### config.mk
export PLATFORM = sky130hd
export DESIGN_NAME = fifo_rd_packer
export DESIGN_NICKNAME = d
export VERILOG_FILES = /design/src/rtl/fifo_rd_packer.sv
export SDC_FILE = /design/constraint.sdc
export NUM_CORES = 1
export LEC_CHECK = 0
export BUFFER_PORTS_ARGS = -buffer_cell sky130_fd_sc_hd__buf_4
export CAP_MARGIN = 15
export CORE_MARGIN = 2
export CORE_UTILIZATION = 40
export DETAILED_ROUTE_END_ITERATION = 7
export GPL_TIMING_DRIVEN = 0
export SLEW_MARGIN = 20
export SYNTH_ARGS = -nofsm -noshare
export SYNTH_HDL_FRONTEND = slang
export SYNTH_SLANG_ARGS = --single-unit
### constraint.sdc
create_clock -name clk -period 1.5 [get_ports clk]
set_clock_uncertainty 0.2 [all_clocks]
set_input_delay 0.3 -clock clk [delete_from_list [all_inputs] [get_ports clk]]
set_output_delay 0.3 -clock clk [all_outputs]
set_load 0.02 [all_outputs]
### src/rtl/fifo_rd_packer.sv
`default_nettype none
// +----------------------------------------------------------------------------+
// | fifo_rd_packer                                                             |
// | Drains a 1-cycle-latency FIFO and packs PACK words into one valid/ready    |
// | beat. A flush emits a partial beat with a lane-keep mask.                  |
// | Revision: 1.0                                                              |
// +----------------------------------------------------------------------------+
module fifo_rd_packer #(
    parameter int FIFO_WIDTH = 16,
    parameter int PACK       = 2
) (
    input  logic                       clk,
    input  logic                       rst_n,
    input  logic                       fifo_empty,
    input  logic                       fifo_underflow,
    input  logic [FIFO_WIDTH-1:0]      fifo_data_out,
    output logic                       fifo_rd_en,
    input  logic                       flush,
    output logic                       m_valid,
    input  logic                       m_ready,
    output logic [FIFO_WIDTH*PACK-1:0] m_data,
    output logic [PACK-1:0]            m_keep,
    output logic                       err
);

    localparam int c_fill_w = $clog2(PACK + 1);
    localparam logic [c_fill_w-1:0] c_full = c_fill_w'(PACK);
    localparam logic [c_fill_w:0]   c_pack_ext = (c_fill_w + 1)'(PACK);

    logic [PACK-1:0][FIFO_WIDTH-1:0] r_pack;
    logic [c_fill_w-1:0]             r_fill;
    logic                            r_rd_pending;
    logic                            r_flush_req;
    logic [FIFO_WIDTH*PACK-1:0]      r_m_data;
    logic [PACK-1:0]                 r_m_keep;
    logic                            r_m_valid;
    logic                            r_err;

    logic                            w_full;
    logic                            w_flush_part;
    logic                            w_out_free;
    logic                            w_xfer;
    logic                            w_idle;
    logic [c_fill_w:0]               w_occ;
    logic                            w_rd_en;
    logic [c_fill_w-1:0]             w_base;
    logic [c_fill_w-1:0]             w_fill_nxt;
    logic [PACK-1:0][FIFO_WIDTH-1:0] w_beat;
    logic [PACK-1:0]                 w_keep;

    assign w_full       = (r_fill == c_full);
    assign w_flush_part = r_flush_req && !r_rd_pending && (r_fill != '0);
    assign w_out_free   = !r_m_valid || m_ready;
    assign w_xfer       = (w_full || w_flush_part) && w_out_free;
    assign w_idle       = (r_fill == '0) && !r_rd_pending;

    // Words already held plus the one still in flight must leave room for a new pop.
    assign w_occ   = {1'b0, r_fill} + (c_fill_w + 1)'(r_rd_pending);
    assign w_rd_en = rst_n && !fifo_empty && !r_flush_req && ((w_occ < c_pack_ext) || w_xfer);

    // A word landing during a transfer starts the next beat in lane 0.
    assign w_base     = w_xfer ? '0 : r_fill;
    assign w_fill_nxt = w_base + c_fill_w'(r_rd_pending);

    generate
        for (genvar g = 0; g < PACK; g++) begin : g_lane
            assign w_keep[g] = (c_fill_w'(g) < r_fill);
            assign w_beat[g] = w_keep[g] ? r_pack[g] : '0;
        end
    endgenerate

    always_ff @(posedge clk) begin
        if (!rst_n) begin
            r_pack       <= '0;
            r_fill       <= '0;
            r_rd_pending <= 1'b0;
            r_flush_req  <= 1'b0;
            r_m_data     <= '0;
            r_m_keep     <= '0;
            r_m_valid    <= 1'b0;
            r_err        <= 1'b0;
        end else begin
            r_rd_pending <= w_rd_en;

            if (r_rd_pending) begin
                for (int i = 0; i < PACK; i++) begin
                    if (w_base == c_fill_w'(i)) begin
                        r_pack[i] <= fifo_data_out;
                    end
                end
            end

            if (r_rd_pending || w_xfer) begin
                r_fill <= w_fill_nxt;
            end

            if (w_xfer) begin
                r_m_data  <= w_beat;
                r_m_keep  <= w_keep;
                r_m_valid <= 1'b1;
            end else if (r_m_valid && m_ready) begin
                r_m_valid <= 1'b0;
            end

            // A full beat pending under flush leaves normally; the request then
            // retires either on the partial beat or once nothing is left.
            if (r_flush_req) begin
                if (w_flush_part && w_out_free || w_idle) begin
                    r_flush_req <= 1'b0;
                end
            end else if (flush) begin
                r_flush_req <= 1'b1;
            end

            if (fifo_underflow || (r_rd_pending && w_full && !w_xfer)) begin
                r_err <= 1'b1;
            end
        end
    end

    assign fifo_rd_en = w_rd_en;
    assign m_valid    = r_m_valid;
    assign m_data     = r_m_data;
    assign m_keep     = r_m_keep;
    assign err        = r_err;

endmodule
`default_nettype wire

After elaboration in Yosys (flattened, before gate mapping)
Index checks and enable logic that the tools add are counted.
{"block": "totals", "reg_bits": 72, "input_bits": 22, "output_inout_bits": 37, "elab_cells": 52}
{"block": "classes", "addsub": 2, "n_lt_le_gt_ge": 3, "eq_ne": 2, "mux": 8, "n_reduce_logical": 28}
{"op": "16-bit 2-to-1 mux", "count": 2}
{"op": "1-bit logical AND", "count": 11}
{"op": "1-bit logical OR", "count": 6}
{"op": "1-bit logical NOT", "count": 5}
{"op": "1-bit 2-to-1 mux", "count": 5}
{"op": "2-bit logical NOT", "count": 2}
{"op": "1-bit by 2-bit less-than comparator with 1-bit output, first input constant", "count": 2}
{"op": "2-bit AND reduction", "count": 2}
{"op": "2-bit nonzero test", "count": 2}
{"op": "2-bit by 1-bit adder with 3-bit output", "count": 1}
{"op": "3-bit by 2-bit less-than comparator with 1-bit output, second input constant", "count": 1}
{"op": "2-bit by 1-bit adder with 2-bit output", "count": 1}
{"op": "2-bit by 1-bit equality test with 1-bit output, second input constant", "count": 1}
{"op": "2-bit equality test, second input constant", "count": 1}
{"op": "2-bit 2-to-1 mux", "count": 1}

Depth between registers and ports, before layout
{"block": "depth", "depth_word": 8, "ltp_mapped": 6, "mapped_depth_nobuf": 3}

Worst setup path before layout
OpenSTA, ideal clock, no wires.
{"block": "synth_timing", "path_kind": "flip-flop to output port", "start": "register r_m_valid (netlist: m_valid)", "end": "output fifo_rd_en", "arrival_time_ns": 1.257, "t_required_ns": 1.000, "path_slack_ns": -0.257, "path_stages_with_launch": 5, "path_buffers": 1, "path_cell_list": "dfxtp_1 > nor2b_1 > a211oi_2 > buf_4 > o211a_1"}
{"block": "synth_between", "elab_chain_cells": 5}
{"element": "from (decl)", "line_no": "36", "source": "logic r_m_valid;"}
{"element": "from (signal assigned)", "line_no": "80", "source": "r_m_valid <= 1'b0;"}
{"element": "from (signal assigned)", "line_no": "100", "source": "r_m_valid <= 1'b1;"}
{"element": "from (signal assigned)", "line_no": "102", "source": "r_m_valid <= 1'b0;"}
{"element": "1-bit logical NOT", "line_no": "53", "source": "assign w_out_free = !r_m_valid || m_ready;"}
{"element": "1-bit logical OR", "line_no": "53"}
{"element": "1-bit logical AND", "line_no": "54", "source": "assign w_xfer = (w_full || w_flush_part) && w_out_free;"}
{"element": "1-bit logical OR", "line_no": "59", "source": "assign w_rd_en = rst_n && !fifo_empty && !r_flush_req && ((w_occ < c_pack_ext) || w_xfer);"}
{"element": "1-bit logical AND", "line_no": "59"}
{"element": "to (decl)", "line_no": "17", "source": "output logic fifo_rd_en,"}
Every way passes these cells.

Worst setup path after layout
{"block": "layout_timing", "start": "register r_fill[0]", "end": "output fifo_rd_en"}
{"block": "layout_between", "elab_chain_cells": 6, "elab_cells_between_ends": 9, "cone_classes": "add/sub: 1; order compare: 1; eq/ne: 1; reduce/logical: 6"}
{"element": "from (decl)", "line_no": "31", "source": "logic [c_fill_w-1:0] r_fill;"}
{"element": "from (signal assigned)", "line_no": "94", "source": "r_fill <= w_fill_nxt;"}
{"element": "branches (longest 4 deep; another with 2-bit by 1-bit adder with 3-bit output)"}
{"element": "1-bit logical OR (*)", "line_no": "59"}
{"element": "1-bit logical AND (*)", "line_no": "59"}
Every way passes the cells marked *.

==> metrics.txt <==
P_sw 0.999 mW; nets@finish 405; unrepaired setup endpoints after global routing yes; Post-Syn Area per Cell 9.35 µm²; post-synth cell types 26; LEAKAGE 1.62 nW; Top Metal Used met4; row cnt 30; die width 87.7 µm; total grt overflow 0; Post-Syn Area 0.00281 mm²; Starting Density 41.3%; H-tree depth 3; largest net degree at the start of global routing 18; Total GRT Usage 18.0%; Most used DFF post-synth dfxtp_1; initial antenna violation count 0; register area 0.00145 mm²; Mapped Cells 300; first drt pass iteration count 4; Worst path slowest cell dfxtp_2; VDD IR max 707 µV; routed len/inst 13.9 µm; IO Count 59; dominant combinational cell family by area after synthesis simple AND/OR/NAND/NOR gates; Critical Path Start r_fill[0]; mux cell area share after synthesis 17.5%; highest clock rate 0.504 GHz; crit path DAT 1.49 ns; shortest period the worst path allows 1.99 ns; M1 WL 3080 µm; clock sinks 72; number of global-route vias before repair 2176; ANT cells 0; layout cells sized above 1 29.9%; Worst-path clk slew 0.08 ns; Inserted Clock Buffers 9; total of max-cap violations 0; Switching Share 23.8%; Power Internal 3.21 mW; Syn-to-layout area delta 40.0%; post-synth top area share 51.4%; met3 WL post-DR 385 µm; Pins Over Slew Limit 0; largest area contributor in the netlist dfxtp_1; post-synthesis compound-gate area fraction 8.16%; reg-to-reg critical path startpoint r_fill[0]; Async SR Flop Fraction 0%; Yosys warnings 0; CP max FO 7; most used cell, CP buf_6; Rel. slew slack 65.9%; simple-gate share of the synthesized area 18.3%; crit share post-route 132%; metal2 WL 3130 µm; power after layout 4.20 mW; crit path cell chain buf_6 -> nor2_4 -> a211oi_4 -> buf_6 -> o211a_4 -> buf_6; Pwr per Cell Area 1070 mW/mm²; Post-Route WL 6720 µm; actual slew at the worst max-slew pin 0.511 ns; post-synthesis adder-cell area fraction 0%; Die Y 87.7 µm; kind of end point of the critical path primary output; sequential power share 47.0%; failing checks negative setup slack; PnR worst setup slack -0.485 ns; DR iter-0 viols 51; Post-Synth XOR/XNOR Area 0%; sequential-to-total area share from yosys stat 51.4%; number of enable-type register cells in the synthesized netlist 0; drt drc 0; clock power share 40.8%; hold path startpoint fifo_data_out[9]; input/output buffers 57; Mapped Nets 322; RD Place Congestion 0.794; Post-Route Setup TNS -6.45 ns; outcome finished with violations; setup violators final 55; peak per-stage delay on the critical path 0.33 ns; via count 2318; Hold Violations, Final 0; Critical Setup Path Class reg -> out; Synth Register Bits 72; CTS Buffer Depth 2; Die ar. 0.00770 mm²; CTS tree built; dominant cells by area after synthesis dfxtp_1 (51%), mux2i_1 (17%), nand2_1 (13%), a21boi_0 (4.8%), nand3_1 (2.9%); Core ar. 0.00679 mm²; Setup crit start kind flop; Root Buffer clkbuf_8; hold crit path type in -> reg; WP data required 1.00 ns; mean number of vias per cell 4.79; FILL cells 623; worst skew pair latency 0.35 ns; first-pass GRT wire length 10500 µm; area of the multi-input gates 0.00128 mm²; Routed Antenna Nets 0; Comb power frac 12.2%; DP HPWL 4510 µm
-- path summary, 6_finish.rpt --
kind / to / slack [ns] / depth (start not counted)
worst max-delay path: fifo_rd_en / -0.49 / 6
worst min-delay path: r_pack[9] / 0.01 / 3
worst max register to register: m_data[23] / -0.25 / 9
worst min register to register: m_data[0] / 0.26 / 2
-- cells in the mapped netlist, types with 3 or more instances --
library cell,count
nor2_1,3
o21ai_0,3
buf_2,8
nand2_1,98
nor2b_1,3
dfxtp_1,72
nand3_1,16
a21boi_0,18
clkbuf_1,11
mux2i_1,49
-- repair_timing --
action | in CTS | in global routing
setup buffers | 8 | 7
hold buffers | 1 | 0
gates cloned | 1 | 2
gates resized for setup | 23 | 14
hold endpoints to repair | 1 | 0
pin swaps | 2 | 3
setup endpoints to repair | 51 | 62
-- power by group through the flow --
| stage | Sequential, mW | Clock (mW) | Combinational, mW |
|---|---|---|---|
| after floorplan | 2.04 | 0 | 0.234 |
| after global placement | 2.02 | 0 | 0.374 |
| after detailed placement | 2.03 | 0 | 0.373 |
| after CTS | 1.98 | 1.74 | 0.466 |
| after global routing | 1.98 | 1.82 | 0.550 |
| final | 1.98 | 1.71 | 0.513 |
-- cells in the final DEF, fill, tap and decap left out, types with 2 or more instances in the layout --
cell and instances:
nand2_1 98, dfxtp_1 67, buf_4 65, mux2i_1 49, a21boi_0 18, nand3_1 16, clkbuf_1 10, clkbuf_8 10
buf_12 8, dfxtp_2 4, buf_6 3, buf_2 3, clkinv_2 3, buf_8 3, nand2b_4 2, nor2_4 2
nor2b_1 2, o21ai_0 2, o21a_1 2, bufinv_16 2, clkbuf_16 2
-- cell families after synthesis --
kind of cell,count (synthesis)
DFF,72
buffers and inverters,25
and+or+nand+nor,124
muxes,49
AOI/OAI and AO/OA,30
-- worst max-delay path: cells and delay by family, from the launching register on --
| family | cells | cell delay (ns) |
|---|---|---|
| buffers and inverters | 3 | 0.38 |
| AOI/OAI and AO/OA | 2 | 0.38 |
| DFF | 1 | 0.33 |
| and+or+nand+nor | 1 | 0.04 |
-- cell type report --
class | count | area share, %
Sequential cell | 72 | 36.9
Multi-Input combinational cell | 203 | 32.7
Timing Repair Buffer | 74 | 17.0
Buffer | 22 | 4.53
Clock buffer | 10 | 3.51
Tap cell | 96 | 3.06
Clock inverter | 6 | 2.10
Inverter | 1 | 0.0956
-- sequential cells by signal (all words and copies together) (netlist names) --
name / flops
m_data: 32
r_pack: 32
m_keep: 2
r_fill: 2
err: 1
m_valid: 1
r_flush_req: 1
r_rd_pending: 1
-- stage by stage --
step           utilization, %  instance area [µm²]  hold WS, ns  instances  worst slack (ns)
2_1_floorplan               -                 2850        0.234        300           -0.0709
3_3_place_gp             50.0                 3400        0.245        453            -0.378
3_5_place_dp             50.0                 3400        0.246        453            -0.358
4_1_cts                  56.2                 3810      0.00225        478            -0.520
5_1_grt                  57.8                 3930      0.00696        484            -0.539
6_report                 57.8                 3930      0.00964        484            -0.485
-- layer usage --
layer  track usage, %  vias up
li1                 -     1161
met1             23.1     1080
met2             28.8       67
met3             5.37       10
met4             6.71        0
met5                0        -
Note: power is estimated with default switching activity, not from simulation.
